### src/rtl/srec_emitter_pkg.sv
// ----------------------------------------------------------------------------
// srec_emitter_pkg
// Shared definitions for the Motorola S-record emitter: FSM state encoding,
// record character constants, the per-record byte limit and small helpers
// (nibble-to-ASCII conversion, record chunk sizing).
// No ports; imported by srec_emitter.
// ----------------------------------------------------------------------------
package srec_emitter_pkg;

  typedef enum logic [3:0] {
    ST_IDLE = 4'd0,
    ST_TYPE = 4'd1,
    ST_CNT  = 4'd2,
    ST_ADDR = 4'd3,
    ST_RD   = 4'd4,
    ST_DATA = 4'd5,
    ST_SUM  = 4'd6,
    ST_EOL  = 4'd7,
    ST_FIN  = 4'd8
  } state_t;

  localparam logic [7:0] CH_S   = 8'h53;  // 'S'
  localparam logic [7:0] CH_3   = 8'h33;  // '3'
  localparam logic [7:0] CH_7   = 8'h37;  // '7'
  localparam logic [7:0] CH_EOL = 8'h0A;  // line feed

  localparam int MAX_REC_BYTES = 16;

  // Upper-case ASCII hex digit for one nibble.
  function automatic logic [7:0] nib2ascii(input logic [3:0] nib);
    if (nib < 4'd10) begin
      return 8'h30 + {4'h0, nib};
    end else begin
      return 8'h37 + {4'h0, nib};
    end
  endfunction

  // Data bytes carried by the next S3 record: min(MAX_REC_BYTES, remaining).
  function automatic logic [4:0] rec_len(input logic [15:0] rem);
    if (rem > 16'(MAX_REC_BYTES)) begin
      return 5'(MAX_REC_BYTES);
    end else begin
      return rem[4:0];
    end
  endfunction

endpackage

### src/rtl/srec_emitter.sv
// ----------------------------------------------------------------------------
// srec_emitter
// Reads a byte region from memory and streams it as S3 records (max 16 data
// bytes each) followed by a single S7 termination record.
// Ports:
//   clk, rst_n                 clock, async active-low reset
//   start, base_addr, length   dump request (sampled in IDLE only)
//   busy, done                 status; done pulses once per dump
//   mem_address, mem_access_size, mem_rw, mem_en, mem_data_out
//                              byte read port, data returned 1 cycle after en
//   char_out, char_valid, char_ready
//                              ASCII stream with valid/ready handshake
// ----------------------------------------------------------------------------
module srec_emitter
  import srec_emitter_pkg::*;
(
  input  logic        clk,
  input  logic        rst_n,
  input  logic        start,
  input  logic [31:0] base_addr,
  input  logic [15:0] length,
  output logic        busy,
  output logic        done,
  output logic [31:0] mem_address,
  output logic [1:0]  mem_access_size,
  output logic        mem_rw,
  output logic        mem_en,
  input  logic [7:0]  mem_data_out,
  output logic [7:0]  char_out,
  output logic        char_valid,
  input  logic        char_ready
);

  state_t      r_state;
  state_t      w_next;
  logic [2:0]  r_idx;       // character index within the current field
  logic        r_rd_ph;     // 0: strobe cycle, 1: data-capture cycle
  logic        r_s7;        // current record is the S7 terminator
  logic [31:0] r_base;
  logic [31:0] r_addr;      // next byte address to read
  logic [31:0] r_rec_addr;  // address field of the current record
  logic [15:0] r_remain;
  logic [4:0]  r_n;         // data bytes in the current record
  logic [4:0]  r_done_cnt;  // data bytes already emitted in this record
  logic [7:0]  r_sum;
  logic [7:0]  r_byte;
  logic        w_acc;
  logic [7:0]  w_count;
  logic [3:0]  w_nib;

  assign w_acc           = char_valid & char_ready;
  assign w_count         = r_s7 ? 8'h05 : (8'h05 + {3'b000, r_n});
  assign mem_address     = r_addr;
  assign mem_access_size = 2'b00;
  assign mem_rw          = 1'b0;

  // State register.
  always_ff @(posedge clk or negedge rst_n) begin
    if (!rst_n) begin
      r_state <= ST_IDLE;
    end else begin
      r_state <= w_next;
    end
  end

  // Next-state logic; field transitions happen on acceptance of the last char.
  always_comb begin
    w_next = r_state;
    case (r_state)
      ST_IDLE: if (start) w_next = ST_TYPE; else w_next = ST_IDLE;
      ST_TYPE: if (w_acc && r_idx == 3'd1) w_next = ST_CNT; else w_next = ST_TYPE;
      ST_CNT:  if (w_acc && r_idx == 3'd1) w_next = ST_ADDR; else w_next = ST_CNT;
      ST_ADDR: begin
        if (w_acc && r_idx == 3'd7) w_next = r_s7 ? ST_SUM : ST_RD;
        else                        w_next = ST_ADDR;
      end
      ST_RD:   if (r_rd_ph) w_next = ST_DATA; else w_next = ST_RD;
      ST_DATA: begin
        if (w_acc && r_idx == 3'd1) w_next = ((r_done_cnt + 5'd1) == r_n) ? ST_SUM : ST_RD;
        else                        w_next = ST_DATA;
      end
      ST_SUM:  if (w_acc && r_idx == 3'd1) w_next = ST_EOL; else w_next = ST_SUM;
      ST_EOL:  if (w_acc) w_next = r_s7 ? ST_FIN : ST_TYPE; else w_next = ST_EOL;
      ST_FIN:  w_next = ST_IDLE;
      default: w_next = ST_IDLE;
    endcase
  end

  // Datapath: counters, checksum accumulator, record setup and byte capture.
  always_ff @(posedge clk or negedge rst_n) begin
    if (!rst_n) begin
      r_idx      <= 3'd0;
      r_rd_ph    <= 1'b0;
      r_s7       <= 1'b0;
      r_base     <= 32'd0;
      r_addr     <= 32'd0;
      r_rec_addr <= 32'd0;
      r_remain   <= 16'd0;
      r_n        <= 5'd0;
      r_done_cnt <= 5'd0;
      r_sum      <= 8'd0;
      r_byte     <= 8'd0;
    end else begin
      if (w_next != r_state) r_idx <= 3'd0;
      else if (w_acc)        r_idx <= r_idx + 3'd1;
      else                   r_idx <= r_idx;

      case (r_state)
        ST_IDLE: begin
          if (start) begin
            r_base     <= base_addr;
            r_addr     <= base_addr;
            r_rec_addr <= base_addr;
            r_remain   <= length;
            r_s7       <= (length == 16'd0);
            r_n        <= rec_len(length);
            r_done_cnt <= 5'd0;
            r_sum      <= 8'd0;
          end
        end
        ST_CNT: begin
          if (w_acc && r_idx == 3'd1) r_sum <= r_sum + w_count;
        end
        ST_ADDR: begin
          if (w_acc && r_idx == 3'd7)
            r_sum <= r_sum + r_rec_addr[31:24] + r_rec_addr[23:16]
                           + r_rec_addr[15:8]  + r_rec_addr[7:0];
        end
        ST_RD: begin
          if (r_rd_ph) begin
            r_byte   <= mem_data_out;
            r_addr   <= r_addr + 32'd1;
            r_remain <= r_remain - 16'd1;
            r_rd_ph  <= 1'b0;
          end else begin
            r_rd_ph  <= 1'b1;
          end
        end
        ST_DATA: begin
          if (w_acc && r_idx == 3'd1) begin
            r_sum      <= r_sum + r_byte;
            r_done_cnt <= r_done_cnt + 5'd1;
          end
        end
        ST_EOL: begin
          // Set up the next record: another S3 while bytes remain, else S7.
          if (w_acc && !r_s7) begin
            r_s7       <= (r_remain == 16'd0);
            r_n        <= rec_len(r_remain);
            r_rec_addr <= (r_remain == 16'd0) ? r_base : r_addr;
            r_done_cnt <= 5'd0;
            r_sum      <= 8'd0;
          end
        end
        default: begin
        end
      endcase
    end
  end

  // Output decode from the registered state and datapath.
  always_comb begin
    busy       = (r_state != ST_IDLE);
    done       = 1'b0;
    mem_en     = 1'b0;
    char_valid = 1'b0;
    char_out   = 8'h00;
    w_nib      = 4'h0;
    case (r_state)
      ST_TYPE: begin
        char_valid = 1'b1;
        char_out   = r_idx[0] ? (r_s7 ? CH_7 : CH_3) : CH_S;
      end
      ST_CNT: begin
        char_valid = 1'b1;
        w_nib      = r_idx[0] ? w_count[3:0] : w_count[7:4];
        char_out   = nib2ascii(w_nib);
      end
      ST_ADDR: begin
        char_valid = 1'b1;
        w_nib      = r_rec_addr[{3'd7 - r_idx, 2'b00} +: 4];
        char_out   = nib2ascii(w_nib);
      end
      ST_RD: begin
        mem_en = !r_rd_ph;
      end
      ST_DATA: begin
        char_valid = 1'b1;
        w_nib      = r_idx[0] ? r_byte[3:0] : r_byte[7:4];
        char_out   = nib2ascii(w_nib);
      end
      ST_SUM: begin
        char_valid = 1'b1;
        w_nib      = r_idx[0] ? ~r_sum[3:0] : ~r_sum[7:4];
        char_out   = nib2ascii(w_nib);
      end
      ST_EOL: begin
        char_valid = 1'b1;
        char_out   = CH_EOL;
      end
      ST_FIN: begin
        done = 1'b1;
      end
      default: begin
        busy = (r_state != ST_IDLE);
      end
    endcase
  end

endmodule

### config.mk
export PLATFORM = sky130hd
export DESIGN_NAME = srec_emitter
export DESIGN_NICKNAME = d
export VERILOG_FILES = /design/src/rtl/srec_emitter_pkg.sv /design/src/rtl/srec_emitter.sv
export SDC_FILE = /design/constraint.sdc
export NUM_CORES = 1
export LEC_CHECK = 0
export ABC_AREA = 1
export CAP_MARGIN = 20
export CORE_ASPECT_RATIO = 1.75
export CORE_MARGIN = 1.5
export CORE_UTILIZATION = 55
export CTS_BUF_LIST = sky130_fd_sc_hd__clkbuf_8
export CTS_CLUSTER_SIZE = 20
export DETAILED_ROUTE_END_ITERATION = 12
export GPL_ROUTABILITY_DRIVEN = 0
export PLACE_DENSITY = 0.78
export SYNTH_ARGS = -nofsm -noshare
export SYNTH_HDL_FRONTEND = slang
export SYNTH_SLANG_ARGS = --single-unit
### constraint.sdc
create_clock -name clk -period 5.75 [get_ports clk]
set_input_delay 0.575 -clock clk [delete_from_list [all_inputs] [get_ports clk]]
set_output_delay 0.575 -clock clk [all_outputs]
set_load 0.05 [all_outputs]
### After elaboration in Yosys (flattened, before gate mapping)

Cells that the tools add are included.

| storage, ports and cells | value |
|---|---|
| register bits after elaboration | 147 |
| bits of input ports | 60 |
| output and inout bits | 47 |
| word-level logic and storage cells | 137 |

| operators by class | value |
|---|---|
| add/sub/neg operators | 20 |
| order comparisons | 6 |
| equality and inequality tests | 18 |
| shift operators | 1 |
| muxes and demuxes | 56 |
| bitwise gates (word level) | 3 |
| reductions and logical operators | 21 |

Operators with widths:

| cell | number |
|---|---|
| $mux 32 | 4 |
| $pmux 32 s2 | 2 |
| $add 6x4->7 const A | 8 |
| $pmux 7 s6 | 1 |
| $add 8x8->8 | 5 |
| $mux 8 | 5 |
| $pmux 8 s5 | 1 |
| $mux 5 | 7 |
| $mux 7 | 5 |
| $add 32x1->32 const B | 1 |
| $gt 16x5->1 const B | 2 |
| $logic_not 16->1 | 2 |
| $mux 16 | 2 |
| $pmux 16 s2 | 1 |
| $pmux 4 s8 | 1 |
| $shiftx 32x6->4 | 1 |
| $mux 4 | 5 |
| $eq 4x3->1 const B | 4 |
| $lt 4x4->1 const B | 4 |
| $sub 16x1->16 const B | 1 |
| $pmux 5 s3 | 1 |
| $mux 3 | 4 |
| $ne 2x2->1 const B | 6 |
| $mux 1 | 10 |
| other kinds (30) | 42 |

### Depth between registers and ports, before layout

| depth | value |
|---|---|
| depth in word-level cells | 9 |
| depth in mapped cells | 18 |
| mapped depth without buffers | 18 |

### Worst setup path after synthesis

No wires, ideal clock.

| path | value |
|---|---|
| kind | register -> register |
| from | reg r_rec_addr[1] |
| to | reg r_sum[7] |
| setup time | 0.116 ns |
| arrival | 3.044 ns |
| data required time | 5.634 ns |
| path slack | 2.590 ns |
| stages on the path, launching flop included | 16 |
| buffers on the path | 0 |
| clock period less this slack | 3.160 ns |
| path through | dfrtp_1 -> inv_1 -> fa_1 -> fa_1 -> fa_1 -> inv_1 -> ha_1 -> fa_1 -> inv_1 -> nor3_1 -> nor2_1 -> nand3_1 -> nand3_1 -> nand2_1 -> nand2_1 -> nand2_1 |

| on the way | value |
|---|---|
| word-level cells in the longest chain between the ends | 3 |

Ends and longest elaborated chain:

| item | line | text |
|---|---|---|
| start: declaration | srec_emitter.sv:41 | `logic [31:0] r_rec_addr;` |
| start signal: assignment | srec_emitter.sv:113 | `r_rec_addr <= base_addr;` |
| start signal: assignment | srec_emitter.sv:150 | `r_rec_addr <= (r_remain == 16'd0) ? r_base : r_addr;` |
| $add 8x8->8 | srec_emitter.sv:127 | `+ r_rec_addr[15:8] + r_rec_addr[7:0];` |
| $mux 8 | srec_emitter.sv:125 | `if (w_acc && r_idx == 3'd7)` |
| $pmux 8 s5 | srec_emitter.sv:108 | `case (r_state)` |
| end signal: assignment | srec_emitter.sv:122 | `if (w_acc && r_idx == 3'd1) r_sum <= r_sum + w_count;` |
| end signal: assignment | srec_emitter.sv:126 | `r_sum <= r_sum + r_rec_addr[31:24] + r_rec_addr[23:16]` |
| end signal: assignment | srec_emitter.sv:141 | `r_sum <= r_sum + r_byte;` |
| end: declaration | srec_emitter.sv:45 | `logic [7:0] r_sum;` |

No other way between the ends. The select of a mux whose other input is x is not followed.
A chain may end at the register's enable or synchronous reset.

### Final worst setup path

| path | value |
|---|---|
| from | reg r_n[0] |
| to | out char_out[2] |

| on the way | value |
|---|---|
| word-level cells in the longest chain between the ends | 6 |
| elaborated cells between the ends (all ways) | 8 |
| those cells by class | add/sub: 3; order compare: 1; mux: 4 |

Ends and longest elaborated chain:

| item | line | text |
|---|---|---|
| start: declaration | srec_emitter.sv:43 | `logic [4:0] r_n;` |
| start signal: assignment | srec_emitter.sv:116 | `r_n <= rec_len(length);` |
| start signal: assignment | srec_emitter.sv:149 | `r_n <= rec_len(r_remain);` |
| $add 3x5->6 (*) | srec_emitter.sv:52 | `assign w_count = r_s7 ? 8'h05 : (8'h05 + {3'b000, r_n});` |
| $mux 6 (*) | srec_emitter.sv:52 |  |
| $mux 4 (*) | srec_emitter.sv:176 | `w_nib = r_idx[0] ? w_count[3:0] : w_count[7:4];` |
| $add 6x4->7, or another cell as far along | srec_emitter_pkg.sv:34 | `return 8'h37 + {4'h0, nib};` |
| $mux 7 (*) | srec_emitter_pkg.sv:31 | `if (nib < 4'd10) begin` |
| $pmux 7 s6 (*) | srec_emitter.sv:169 | `case (r_state)` |
| end: declaration | srec_emitter.sv:29 | `output logic [7:0] char_out,` |

Every way passes the cells marked *; elsewhere a longest branch is shown, timed or not.

==> reports/results.env <==
WORST-ENDPOINT-ARRIVAL_NS=3.24
CRITICAL_PATH_CLASS='reg -> out'
FLOORPLAN.DIE_AREA_SQ_UM=20400
DIE_W_UM=109
SYNTHCELLS=1510
DRIVE_ABOVE_1_SHARE_PCT=7.35
BUFFERS_ON_PORTS=102
MAXCAPVIOLATIONS=0
VDD_IR_DROP_MAX_V=0.000485
PIN_COUNT_OF_THE_BIGGEST_NET_ENTERING_GLOBAL_ROUTING=94
SYNTHFLOPTYPE='sky130_fd_sc_hd__dfrtp_1'
WORST_PATH_CLK_SLEW_NS=0.08
DP.CELLS=1799
WORST_EP_REQUIRED_TIME_NS=5.18
CLOCK_TREE.HTREE_LEVEL_COUNT=4
POST-CTS-SETUP-BUFFERS=0
WORST_SLEW_PIN_SLEW_NS=0.984
WORST_SKEW_PAIR.LATE_LATENCY_NS=0.47
TIMING.MAX_SLEW.REL_SLACK_PCT=34.4
VIA_PER_INST=5.82
CTS.ROOT.BUFFER_CELL='sky130_fd_sc_hd__clkbuf_8'
FINAL_ANTENNA_NET_COUNT=0
FINALSETUPVIOLCOUNT=0
CRITPATHCAPTURETYPE='output port'
SYNTH_SIMPLE_GATE_AREA_SHARE_PCT=28.8
GRTUSAGETOTAL_PCT=32.5
SYNTHDISTINCTLIBCELLS=47
TRITONCTS_NUM_SINKS=147
LAYOUT.CELLS.MOST_COMMON='sky130_fd_sc_hd__nand2_1'
LAYOUT_WORST_PATH_CYCLE_SHARE_PCT=66.4
CTS-RESIZED-GATES=0
TRITONCTS='done'
AVGSYNTHCELLAREA_SQ_UM=7.11
FP.DIEH_UM=188
DRT_FIRST_PASS_ITERS=5
HOLD_VIOLATIONS=0
GRT_ANTENNA_BEFORE_REPAIR=0
CRITICAL_PATH.MAX_FANOUT=6
FILLER_CELL_COUNT=1739
SYNTH_ENABLE_FLOP_CELLS=0
CTS_MADE_BUFFERS=17
FLOORPLAN.INITIALDENSITY_PCT=56.2
POSTCTSHOLDBUFS=0
YS_FF_LATCH=147
SYNTHXORXNORAREAFRAC_PCT=1.71
DP_HPWL_MM=23.5
DRT_WL_TOTAL_MM=32.0
SYNTH_TOP_CELLS_BY_AREA='sky130_fd_sc_hd__dfrtp_1 34%, sky130_fd_sc_hd__nand2_1 13%, sky130_fd_sc_hd__o21ai_0 6.7%, sky130_fd_sc_hd__nor2_1 5.9%, sky130_fd_sc_hd__inv_1 5.8%'
YOSYSSEQAREASHARE_PCT=34.3
SYNTH_TOP_FAMILY_BY_AREA='simple AND/OR/NAND/NOR gates'
TIMING.CRITICAL_PATH.FROM_TYPE='flop'
SETUP.REG_TO_REG.WORST_SLACK_NS=2.38
FLOORPLAN_CORE_AREA_SQ_UM=19100
FINISH.NET_COUNT=1685
TIMING.FINAL.CRIT_PERIOD_NS=3.82
ACHIEVABLE-FREQUENCY_MHz=262
POSTSYNTH.ASYNCRESETSHARE_PCT=100
NUMBER_OF_STANDARD_CELL_ROWS_IN_THE_FLOORPLAN=67
YOSYS.AREA_SHARE.ADDER_PCT=6.94
P_PER_AREA_nW_PER_UM2=714
ROUTE.VIAS.TOTAL=10661
FIN_SKEW_NS=0.0120
FRACTION_OF_SYNTHESIZED_CELL_AREA_TAKEN_BY_THE_TOP_AREA_CELL_TYPE_PCT=34.3
SYNTHMUXAREASHARE_PCT=2.52
FINAL_CELL_MIX='358 x sky130_fd_sc_hd__nand2_1, 169 x sky130_fd_sc_hd__nor2_1, 165 x sky130_fd_sc_hd__inv_1'
WL_PER_CELL_UM=17.5
NETLIST.TOP_CELL.BY_AREA='sky130_fd_sc_hd__dfrtp_1'
GRT_SETUP_UNREPAIRED='false'
SYNTH_COMPOUND_GATE_AREA_SHARE_PCT=15.9
LEAKAGEPOWER_nW=5.78
POST_ROUTE_NON_FILLER_STANDARD_CELL_COUNT=1832
FLOW.AREA_GROWTH_FROM_SYNTHESIS_PCT=14.1
YOSYS_WARNINGS=0
FINAL.SETUP.TNS_NS=0
TIMING_MAX_TRANSITION_VIOLATIONS_FINAL=0
CTS_BUFFER_DEPTH=2
IOPINCOUNT=107
DRT-INITIAL-DRC-COUNT=749
FINAL_POWER_mW=8.75
MAPPEDNETLISTAREA_SQ_UM=10700
ANTENNA_CELLS_INSERTED=0
WORSTHOLDPATHTYPE='in -> async'
GLOBAL_ROUTE_CONGESTION_OVERFLOW_TOTAL=0
DRT_DRC_VIOLATIONS_LEFT=0
RUN_STATUS='finished clean'
GRT_PASS1_WL_MM=51.0
VIA_COUNT_OF_THE_FIRST_GLOBAL_ROUTING_PASS=10175
kinds of logic (layout without fill, tap and decap cells):
kind of cell	after synthesis	in the layout
adder cells (fa/ha/maj)	47	47
AO/OA/AOI/OAI	311	311
buffers and inverters	242	320
other	1	4
AND/OR/NAND/NOR	717	717
flip-flops	147	147
multiplexers	24	24
XOR/XNOR	21	21
path summary, 6_finish.rpt:
| path | from | endpoint | cells after the start |
|---|---|---|---|
| worst max-delay path | r_n[0] | char_out[2] | 13 |
| worst min-delay path | rst_n | r_done_cnt[4] | 1 |
| worst max register to register | r_rec_addr[9] | r_sum[7] | 15 |
| worst min register to register | r_base[3] | r_base[3] | 2 |
| max in group asynchronous | rst_n | r_rec_addr[29] | 2 |
| min in group clk | r_base[3] | r_base[3] | 2 |
layer usage:
| metal | share of wire, % | up-vias | GRT usage, % |
|---|---|---|---|
| met5 | 0 | - | 0 |
| met4 | 7.6 | 0 | 23.1 |
| met3 | 5.5 | 139 | 4.76 |
| met2 | 50 | 441 | 54.3 |
| met1 | 37 | 4990 | 37.3 |
| li1 | - | 5091 | - |
critical path: stages (launching register included):
cell	delay (ns)
sky130_fd_sc_hd__dfrtp_1	0.45
sky130_fd_sc_hd__ha_1	0.24
sky130_fd_sc_hd__inv_1	0.05
sky130_fd_sc_hd__nand2_1	0.07
sky130_fd_sc_hd__nand3_1	0.07
sky130_fd_sc_hd__nand3_1	0.09
sky130_fd_sc_hd__o21ai_0	0.25
sky130_fd_sc_hd__inv_1	0.10
sky130_fd_sc_hd__ha_1	0.21
sky130_fd_sc_hd__xor2_1	0.16
sky130_fd_sc_hd__nand3_1	0.07
sky130_fd_sc_hd__nand3_1	0.10
sky130_fd_sc_hd__nand3b_1	0.10
sky130_fd_sc_hd__clkdlybuf4s50_1	0.80
sequential cells by signal (all words and copies together) (netlist names):
| signal | flops |
|---|---|
| r_state | 4 |
| mem_address | 32 |
| r_s7 | 1 |
| r_done_cnt | 5 |
| r_sum | 8 |
| r_byte | 8 |
| r_n | 5 |
| r_rd_ph | 1 |
| r_idx | 3 |
| r_rec_addr | 32 |
| r_base | 32 |
| r_remain | 16 |
through the flow:
stage	instance area, sq um	setup slack, ns	hold slack [ns]	util (%)
6_report	12300	1.93	0.171	64.1
5_1_grt	12300	1.67	0.240	64.1
4_1_cts	12200	1.92	0.221	64.0
2_1_floorplan	10800	2.59	0.279	-
3_5_place_dp	11700	2.42	0.469	61.5
3_3_place_gp	11700	2.45	0.461	61.5
Yosys cell counts, types with 20 or more instances:
cell type,number
sky130_fd_sc_hd__ha_1,26
sky130_fd_sc_hd__a31oi_1,37
sky130_fd_sc_hd__nand3_1,118
sky130_fd_sc_hd__inv_1,165
sky130_fd_sc_hd__fa_1,21
sky130_fd_sc_hd__o22ai_1,20
sky130_fd_sc_hd__nor2_1,169
sky130_fd_sc_hd__o21ai_0,143
sky130_fd_sc_hd__mux2_2,24
sky130_fd_sc_hd__dfrtp_1,147
sky130_fd_sc_hd__a21oi_1,70
sky130_fd_sc_hd__nand2_1,359
sky130_fd_sc_hd__buf_2,20
cell type report:
cell class                 count  area (sq um)  area share [%]
clock inverter                15           253            2.06
sequential                   147          3680            30.0
timing repair buffer         108          1080            8.81
inverter                     180           689            5.63
tap                          241           302            2.46
clock buffer                  17           234            1.91
multi-input combinational   1124          6020            49.1
report_power, final:
| group | internal (mW) | switching [mW] |
|---|---|---|
| clock | 0.566 | 0.439 |
| sequential | 1.51 | 0.540 |
| combinational | 2.04 | 3.65 |
Note: power is estimated with default switching activity, not from simulation.
